`src/rtl/fetch_stage_if.sv`:
```
`default_nettype none
// ============================================================================
// Module   : fetch_stage_if
// Brief    : Instruction-memory read port and IF/ID pipeline register bundle.
// Revision : 1.0 - initial release
// ============================================================================
interface fetch_stage_if #(
    parameter int ADDR_W = 20
);
    logic [ADDR_W-1:0] imem_addr;
    logic [15:0]       imem_data;
    logic [15:0]       if_id_instr;
    logic [15:0]       if_id_imm;
    logic [31:0]       if_id_pc;
    logic              if_id_valid;

    // Fetch side: drives the memory address and the IF/ID register.
    modport master (
        output imem_addr,
        input  imem_data,
        output if_id_instr,
        output if_id_imm,
        output if_id_pc,
        output if_id_valid
    );

    // Memory/decode side.
    modport slave (
        input  imem_addr,
        output imem_data,
        input  if_id_instr,
        input  if_id_imm,
        input  if_id_pc,
        input  if_id_valid
    );
endinterface
`default_nettype wire

```
`src/rtl/fetch_stage.sv`:
```
`default_nettype none
// ============================================================================
// Module   : fetch_stage
// Brief    : PC owner, reset-vector loader and two-word instruction assembler.
// Revision : 1.0 - initial release
// ============================================================================
module fetch_stage #(
    parameter int          ADDR_W    = 20,
    parameter logic [15:0] IMM_MASK  = 16'hE000,
    parameter logic [15:0] IMM_MATCH = 16'hA000
) (
    input  logic          clk,
    input  logic          reset,
    fetch_stage_if.master bus,
    input  logic [15:0]   inject_instr,
    input  logic          inject_stall,
    input  logic          change_pc,
    input  logic [31:0]   target_pc,
    input  logic          branch_taken,
    input  logic [31:0]   branch_target,
    input  logic          hazard_stall,
    output logic [31:0]   pc
);

    typedef enum logic [1:0] {
        RST_LO = 2'd0,
        RST_HI = 2'd1,
        RUN    = 2'd2,
        IMM    = 2'd3
    } state_t;

    state_t            r_state;
    state_t            w_state_nxt;
    logic [31:0]       r_pc;
    logic [31:0]       w_pc_nxt;
    logic [15:0]       r_latch;
    logic [15:0]       w_latch_nxt;
    logic [15:0]       r_instr;
    logic [15:0]       w_instr_nxt;
    logic [15:0]       r_imm;
    logic [15:0]       w_imm_nxt;
    logic [31:0]       r_ifpc;
    logic [31:0]       w_ifpc_nxt;
    logic              r_valid;
    logic              w_valid_nxt;
    logic [31:0]       w_pc_inc;
    logic              w_two_word;
    logic [ADDR_W-1:0] w_imem_addr;

    assign w_pc_inc   = r_pc + 32'd1;
    assign w_two_word = (bus.imem_data & IMM_MASK) == IMM_MATCH;

    // The vector words live at addresses 0 and 1 while the PC is being loaded.
    always_comb begin
        w_imem_addr = r_pc[ADDR_W-1:0];
        case (r_state)
            RST_LO:  w_imem_addr = '0;
            RST_HI:  w_imem_addr = ADDR_W'(1);
            default: w_imem_addr = r_pc[ADDR_W-1:0];
        endcase
    end

    always_comb begin
        w_state_nxt = r_state;
        w_pc_nxt    = r_pc;
        w_latch_nxt = r_latch;
        w_instr_nxt = r_instr;
        w_imm_nxt   = r_imm;
        w_ifpc_nxt  = r_ifpc;
        w_valid_nxt = r_valid;

        case (r_state)
            RST_LO: begin
                w_pc_nxt    = {r_pc[31:16], bus.imem_data};
                w_instr_nxt = 16'h0;
                w_imm_nxt   = 16'h0;
                w_ifpc_nxt  = 32'h0;
                w_valid_nxt = 1'b0;
                w_state_nxt = RST_HI;
            end
            RST_HI: begin
                w_pc_nxt    = {bus.imem_data, r_pc[15:0]};
                w_instr_nxt = 16'h0;
                w_imm_nxt   = 16'h0;
                w_ifpc_nxt  = 32'h0;
                w_valid_nxt = 1'b0;
                w_state_nxt = RUN;
            end
            default: begin
                if (change_pc) begin
                    w_pc_nxt    = target_pc;
                    w_instr_nxt = 16'h0;
                    w_imm_nxt   = 16'h0;
                    w_ifpc_nxt  = 32'h0;
                    w_valid_nxt = 1'b0;
                    w_state_nxt = RUN;
                end else if (branch_taken) begin
                    // Returning to RUN drops any half-assembled two-word op.
                    w_pc_nxt    = branch_target;
                    w_instr_nxt = 16'h0;
                    w_imm_nxt   = 16'h0;
                    w_ifpc_nxt  = 32'h0;
                    w_valid_nxt = 1'b0;
                    w_state_nxt = RUN;
                end else if (hazard_stall) begin
                    w_state_nxt = r_state;
                end else if (inject_stall) begin
                    w_instr_nxt = inject_instr;
                    w_imm_nxt   = 16'h0;
                    w_ifpc_nxt  = r_pc;
                    w_valid_nxt = (inject_instr != 16'h0);
                end else if (r_state == IMM) begin
                    w_instr_nxt = r_latch;
                    w_imm_nxt   = bus.imem_data;
                    w_ifpc_nxt  = w_pc_inc;
                    w_valid_nxt = 1'b1;
                    w_pc_nxt    = w_pc_inc;
                    w_state_nxt = RUN;
                end else if (w_two_word) begin
                    w_latch_nxt = bus.imem_data;
                    w_instr_nxt = 16'h0;
                    w_imm_nxt   = 16'h0;
                    w_ifpc_nxt  = 32'h0;
                    w_valid_nxt = 1'b0;
                    w_pc_nxt    = w_pc_inc;
                    w_state_nxt = IMM;
                end else begin
                    w_instr_nxt = bus.imem_data;
                    w_imm_nxt   = 16'h0;
                    w_ifpc_nxt  = w_pc_inc;
                    w_valid_nxt = 1'b1;
                    w_pc_nxt    = w_pc_inc;
                end
            end
        endcase
    end

    always_ff @(posedge clk) begin
        if (!reset) begin
            r_state <= RST_LO;
            r_pc    <= 32'h0;
            r_latch <= 16'h0;
            r_instr <= 16'h0;
            r_imm   <= 16'h0;
            r_ifpc  <= 32'h0;
            r_valid <= 1'b0;
        end else begin
            r_state <= w_state_nxt;
            r_pc    <= w_pc_nxt;
            r_latch <= w_latch_nxt;
            r_instr <= w_instr_nxt;
            r_imm   <= w_imm_nxt;
            r_ifpc  <= w_ifpc_nxt;
            r_valid <= w_valid_nxt;
        end
    end

    assign bus.imem_addr   = w_imem_addr;
    assign bus.if_id_instr = r_instr;
    assign bus.if_id_imm   = r_imm;
    assign bus.if_id_pc    = r_ifpc;
    assign bus.if_id_valid = r_valid;
    assign pc              = r_pc;

endmodule
`default_nettype wire

```
`src/flat_wrapper.sv`:
```
// flat-port wrapper written by rule: the top's interface ports become plain ports
module fetch_stage_flat 
#(
    parameter int          ADDR_W    = 20,
    parameter logic [15:0] IMM_MASK  = 16'hE000,
    parameter logic [15:0] IMM_MATCH = 16'hA000
)
  (clk, reset, inject_instr, inject_stall, change_pc, target_pc, branch_taken, branch_target, hazard_stall, pc, bus_imem_addr, bus_imem_data, bus_if_id_instr, bus_if_id_imm, bus_if_id_pc, bus_if_id_valid);
  fetch_stage_if #(.ADDR_W(ADDR_W)) bus_i ();
  input  logic clk;
  input  logic reset;
  input  logic [15:0] inject_instr;
  input  logic inject_stall;
  input  logic change_pc;
  input  logic [31:0] target_pc;
  input  logic branch_taken;
  input  logic [31:0] branch_target;
  input  logic hazard_stall;
  output logic [31:0] pc;
  output wire logic [$bits(bus_i.imem_addr)-1:0] bus_imem_addr;
  input wire logic [$bits(bus_i.imem_data)-1:0] bus_imem_data;
  output wire logic [$bits(bus_i.if_id_instr)-1:0] bus_if_id_instr;
  output wire logic [$bits(bus_i.if_id_imm)-1:0] bus_if_id_imm;
  output wire logic [$bits(bus_i.if_id_pc)-1:0] bus_if_id_pc;
  output wire logic [$bits(bus_i.if_id_valid)-1:0] bus_if_id_valid;
  assign bus_imem_addr = bus_i.imem_addr;
  assign bus_i.imem_data = bus_imem_data;
  assign bus_if_id_instr = bus_i.if_id_instr;
  assign bus_if_id_imm = bus_i.if_id_imm;
  assign bus_if_id_pc = bus_i.if_id_pc;
  assign bus_if_id_valid = bus_i.if_id_valid;
  fetch_stage #(.ADDR_W(ADDR_W), .IMM_MASK(IMM_MASK), .IMM_MATCH(IMM_MATCH)) u_core (.clk(clk), .reset(reset), .bus(bus_i), .inject_instr(inject_instr), .inject_stall(inject_stall), .change_pc(change_pc), .target_pc(target_pc), .branch_taken(branch_taken), .branch_target(branch_target), .hazard_stall(hazard_stall), .pc(pc));
endmodule
```
`config.mk`:
```
export PLATFORM = sky130hd
export DESIGN_NAME = fetch_stage_flat
export DESIGN_NICKNAME = d
export VERILOG_FILES = /design/src/rtl/fetch_stage_if.sv /design/src/rtl/fetch_stage.sv /design/src/flat_wrapper.sv
export SDC_FILE = /design/constraint.sdc
export NUM_CORES = 1
export LEC_CHECK = 0
export CORE_MARGIN = 2
export CORE_UTILIZATION = 28
export DETAILED_ROUTE_END_ITERATION = 6
export HOLD_SLACK_MARGIN = 0.12
export SLEW_MARGIN = 20
export SYNTH_ARGS = -nofsm -noshare
export SYNTH_HDL_FRONTEND = slang
export SYNTH_SLANG_ARGS = --single-unit
export TNS_END_PERCENT = 100
```
`constraint.sdc`:
```
create_clock -name clk -period 4.9 [get_ports clk]
set_clock_uncertainty 0.2 [all_clocks]
set_input_delay 0.49 -clock clk [delete_from_list [all_inputs] [get_ports clk]]
set_output_delay 0.49 -clock clk [all_outputs]
set_load 0.01 [all_outputs]
```
---- Yosys cells after proc, flatten, opt, wreduce, memory -nomap -nowiden ----
Cells that the tools add are included.
cells by class
  multiplexer cells ....................... 24
  bitwise logic cells ..................... 9
  reduce and logical (&&, ||, !) cells .... 9
  equal/unequal tests ..................... 9
  $add $sub $neg .......................... 1
operators by type and width
  operator               count
  $mux 32                7
  $mux 16                5
  $pmux 32 s2            1
  $pmux 20 s2            1
  $add 32x1->32 const B  1
  $reduce_bool 16->1     1
  $mux 2                 6
  $not 1->1              9
  $reduce_and 3->1       3
  $ne 4x1->1 const B     2
  $ne 4x3->1 const B     2
  $reduce_and 7->1       1
  $reduce_bool 6->1      1
  $ne 5x1->1 const B     1
  $ne 5x3->1 const B     1
  $reduce_or 5->1        1
  $pmux 2 s2             1
  $eq 3x3->1 const B     1
  $mux 1                 3
  $eq 2x1->1 const B     1
  $eq 2x2->1 const B     1
  $logic_not 2->1        1
  $reduce_or 2->1        1
storage, ports and cells
  input port bits ......................... 102
  output and inout bits ................... 117
  register bits after elaboration ......... 115

---- Depth between registers and ports, before layout ----
  depth in word-level cells ............... 8
  mapped depth ............................ 9

---- Worst setup path after synthesis ----
Ideal clock, no wire load.
  path kind ............................... flip-flop to flip-flop
  start point ............................. reg u_core.r_pc[7], in the netlist u_core.pc[7]
  end point ............................... reg u_core.r_pc[27], in the netlist u_core.pc[27]
  setup slack ............................. 2.455 ns
  data required time ...................... 4.574 ns
  data arrival time ....................... 2.119 ns
  stages on the path, launching flop included .. 9
  library setup time ...................... 0.126 ns
  path buffers ............................ 2
  cells stage by stage .................... dfxtp_1 buf_2 nand4_2 or4_1 buf_2 nor4_4 xor2_1 a222oi_1 o21ai_1
on the way
  word-level cells in the longest chain between the ends .. 6
RTL lines
  item                    line                text
  start, declared         fetch_stage.sv:34   logic [31:0] r_pc;
  start signal, assigned  fetch_stage.sv:149  r_pc <= w_pc_nxt;
  $add 32x1->32           fetch_stage.sv:50   assign w_pc_inc = r_pc + 32'd1;
  $mux 32                 fetch_stage.sv:107  end else if (inject_stall) begin
  $mux 32                 fetch_stage.sv:105  end else if (hazard_stall) begin
  $mux 32                 fetch_stage.sv:97   end else if (branch_taken) begin
  $mux 32                 fetch_stage.sv:90   if (change_pc) begin
  $pmux 32 s2             fetch_stage.sv:72   case (r_state)
Every way passes these cells. The select of a mux whose other input is x is not followed.
A chain may end at the register's enable or synchronous reset.

---- Final worst setup path ----
  start point ............................. reg u_core.r_pc[0], in the netlist u_core.pc[0]
  end point ............................... reg u_core.r_pc[16], in the netlist u_core.pc[16]
Same word-level chain as after synthesis.

==> results.cfg <==
[outcome]
run_status = finished clean

[power]
power_uw = 3028
leakage_uw = 0.003344
power_density_mw_per_mm2 = 315.0
irDropWorstVdd_uv = 226.0

[hold_path]
min_path_cells = 2
hp-class = reg -> reg

[timing]
setup-tns-final_ps = 0
max_slew.worst_pin.slew_ps = 1186
timing.final.hold_violations = 0
timing.final.max_slew_violations = 0
finalCritPeriodShare_pct = 65.02
fin_crit_ps = 3186
achievable-frequency_ghz = 0.3139
finalSetupViolCount = 0
relSlewSlack_pct = 20.22
final_critical_path_setup_slack_ps = 1714
fin_worst_hold_slack_ps = 260.7
setup_repair_after_global_routing_missed_its_margin = false

[cells_and_area]
post_route_cells_drive_above_1_share_pct = 6.035
design_area_mm2 = 0.009610
synthToLayoutAreaGrowth_pct = 46.19
final_net_count = 1167
layout.filler_cells = 2450

[die]
fp.dieW_um = 157.2
die_height_um = 157.2
start_util_pct = 28.26
core_region_area_mm2 = 0.02326
floorplan.rows = 56
die_area_mm2 = 0.02472
num_io_pins = 219

[placement]
placedInstanceArea_mm2 = 0.008949
detailedPlacementHpwl_um = 21070
dp_worst_setup_slack_ps = 1311
port_buffer_cells = 218
gp_congestion = 0.9123

[setup_path]
worstRegToRegCells = 7
worstPathRequired_ps = 5020
cp_max_fo = 10
cp-end-kind = flip-flop
cp_data_arrival_time_ps = 3300
type_of_the_worst_setup_path = reg -> reg
start_kind = flip-flop

[logic_synthesis]
number_of_flops_mapped_to_enable_cells_by_yosys = 0
yosys-mux-area-fraction_pct = 1.389
warning_count_from_the_yosys_run = 0
synthCells = 892
synth-xor-area-share_pct = 2.132
synth_top_family_by_area = compound AO/OA/AOI/OAI gates
synth-main-ff-cell = sky130_fd_sc_hd__dfxtp_1
ys_async_sr_fraction_pct = 0
synth_simple_gate_area_share_pct = 25.79
post_synth_instance_area_mm2 = 0.006574
synth_sequential_area_ratio_pct = 35.02
synth.distinct_cells = 59
postSynthRegisterBits = 115
synth_compound_gate_area_share_pct = 29.58
syn_area_per_cell_um2 = 7.370
synth.net_count = 995
post_synth_fa_ha_maj_area_fraction_pct = 0.1903

[clock_network]
cts-root-buf = sky130_fd_sc_hd__clkbuf_16
clk-insertion-delay-late_ps = 420
clock_tree.buffer_depth = 2
post_cts_resized = 0
cts_tree = done
clock_sinks = 115
clk_pin_slew_worst_paths_ps = 60
h-tree-depth = 4
cts_post_setup_buffers_inserted = 0
post_cts_hold_buffer_count = 0
cts_made_buffers = 17

[detailed_routing]
vias_per_cell = 5.544
drc = 0
postRouteWirelength_um = 29720
drtPass1Iterations = 5
ant_nets = 0
dr_total_vias = 7745
initialDrtViolationCount = 776
routedWlPerCell_um = 21.27

[global_routing]
grt_max_degree = 66
antenna_found_initial = 1
grt_use_total_pct = 23.81
first_global_vias = 7314
grt_pass1_wl_um = 44400
leftover_overflow_at_the_end_of_global_routing = 0

[flow_run]
max-cap-violations = 0
[worst max-delay path, stage by stage (launching register included)]
cell and delay (ps):
sky130_fd_sc_hd__dfxtp_1 550, sky130_fd_sc_hd__ha_1 390, sky130_fd_sc_hd__inv_1 120, sky130_fd_sc_hd__nor4_1 1010, sky130_fd_sc_hd__nand2_1 250, sky130_fd_sc_hd__xor2_1 210, sky130_fd_sc_hd__o21ai_1 90, sky130_fd_sc_hd__a22o_1 250
[cell usage after synthesis, types with 5 or more instances]
cell type / n / area (um^2)
sky130_fd_sc_hd__and3_1: 7 / 43.79
sky130_fd_sc_hd__a22o_1: 8 / 70.07
sky130_fd_sc_hd__nor4_1: 7 / 43.79
sky130_fd_sc_hd__clkbuf_1: 68 / 255.2
sky130_fd_sc_hd__a21oi_1: 93 / 465.5
sky130_fd_sc_hd__nor2b_1: 10 / 62.56
sky130_fd_sc_hd__buf_2: 12 / 60.06
sky130_fd_sc_hd__xnor2_1: 7 / 61.31
sky130_fd_sc_hd__or3_1: 11 / 68.82
sky130_fd_sc_hd__a31oi_1: 11 / 68.82
sky130_fd_sc_hd__o21ai_0: 78 / 390.4
sky130_fd_sc_hd__nor2_1: 83 / 311.6
sky130_fd_sc_hd__inv_1: 13 / 48.80
sky130_fd_sc_hd__a221oi_1: 21 / 183.9
sky130_fd_sc_hd__and2_1: 25 / 156.4
sky130_fd_sc_hd__o221ai_1: 8 / 70.07
sky130_fd_sc_hd__and4_1: 9 / 78.83
sky130_fd_sc_hd__a221o_1: 5 / 50.05
sky130_fd_sc_hd__a211oi_1: 10 / 75.07
sky130_fd_sc_hd__xor2_1: 9 / 78.83
sky130_fd_sc_hd__a22oi_1: 24 / 180.2
sky130_fd_sc_hd__dfxtp_1: 115 / 2302
sky130_fd_sc_hd__nor3_1: 36 / 180.2
sky130_fd_sc_hd__nand2_1: 114 / 427.9
sky130_fd_sc_hd__mux2i_1: 8 / 80.08
sky130_fd_sc_hd__nand3_1: 18 / 90.09
sky130_fd_sc_hd__o22ai_1: 11 / 68.82
[state kept, by name (all words and copies together), names as in the netlist]
signal                  cells
u_core.bus.if_id_pc        32
u_core.bus.if_id_instr     16
u_core.r_state              2
u_core.bus.if_id_imm       16
u_core.r_latch             16
u_core.bus.if_id_valid      1
u_core.pc                  32
[metrics by stage]
step                      cells  util [%]
after global routing       1397     41.31
final                      1397     41.31
after CTS                  1396     41.29
after global placement     1364     38.47
after detailed placement   1364     38.47
after floorplan             892         -
[layout make-up]
| type | count | area [um^2] | share of cell area, % |
|---|---|---|---|
| Timing Repair Buffer | 236 | 2307 | 24.01 |
| Inverter | 15 | 56.30 | 0.5859 |
| Clock inverter | 8 | 145.1 | 1.510 |
| Antenna cell | 1 | 2.502 | 0.02604 |
| Multi-Input combinational cell | 679 | 3886 | 40.44 |
| Tap cell | 319 | 399.1 | 4.153 |
| Clock buffer | 24 | 511.7 | 5.325 |
| Sequential cell | 115 | 2302 | 23.96 |
[final timing paths]
path                           from  slack [ps]                 to
setup reg to reg       u_core.pc[0]        1710      u_core.pc[16]
setup / recovery       u_core.pc[0]        1710      u_core.pc[16]
hold / removal    u_core.r_latch[3]         260  u_core.r_latch[3]
hold reg to reg   u_core.r_latch[3]         260  u_core.r_latch[3]
[cell usage in the layout (no fill, tap or decap), types with 11 or more instances in the layout]
master,Yosys,final
sky130_fd_sc_hd__o21ai_0,78,78
sky130_fd_sc_hd__dfxtp_1,115,115
sky130_fd_sc_hd__a22oi_1,24,24
sky130_fd_sc_hd__clkdlybuf4s50_1,0,216
sky130_fd_sc_hd__nand3_1,18,18
sky130_fd_sc_hd__and2_1,25,25
sky130_fd_sc_hd__clkbuf_16,0,17
sky130_fd_sc_hd__inv_1,13,13
sky130_fd_sc_hd__nor2_1,83,83
sky130_fd_sc_hd__a21oi_1,93,93
sky130_fd_sc_hd__or3_1,11,11
sky130_fd_sc_hd__a221oi_1,21,21
sky130_fd_sc_hd__nor3_1,36,36
sky130_fd_sc_hd__o22ai_1,11,11
sky130_fd_sc_hd__a31oi_1,11,11
sky130_fd_sc_hd__buf_4,1,18
sky130_fd_sc_hd__nand2_1,114,114
[metal layers]
layer / vias up / part of all wire [%] / GRT usage (%)
li1: 3606 / - / -
met3: 48 / 8.8 / 6.278
met5: - / 0 / 0
met4: 0 / 2.5 / 7.576
met1: 3687 / 44 / 31.70
met2: 404 / 45 / 37.53
[kinds of logic (layout without fill, tap and decap cells)]
group,after synthesis,count (layout)
AOI/OAI and AO/OA,308,308
xor gates and xnor gates,16,16
adders and majority gates,1,1
buffers and inverters,98,283
DFF,115,115
muxes,9,9
other,0,1
and+or+nand+nor,345,345
[report_power, final]
group	internal [uW]	switching [uW]	leakage [uW]	total (uW)
Clock	931	455	0.000318	1390
Combinational	265	307	0.00209	572
Sequential	973	96.8	0.000933	1070
Power figures use the tool's default switching activity.
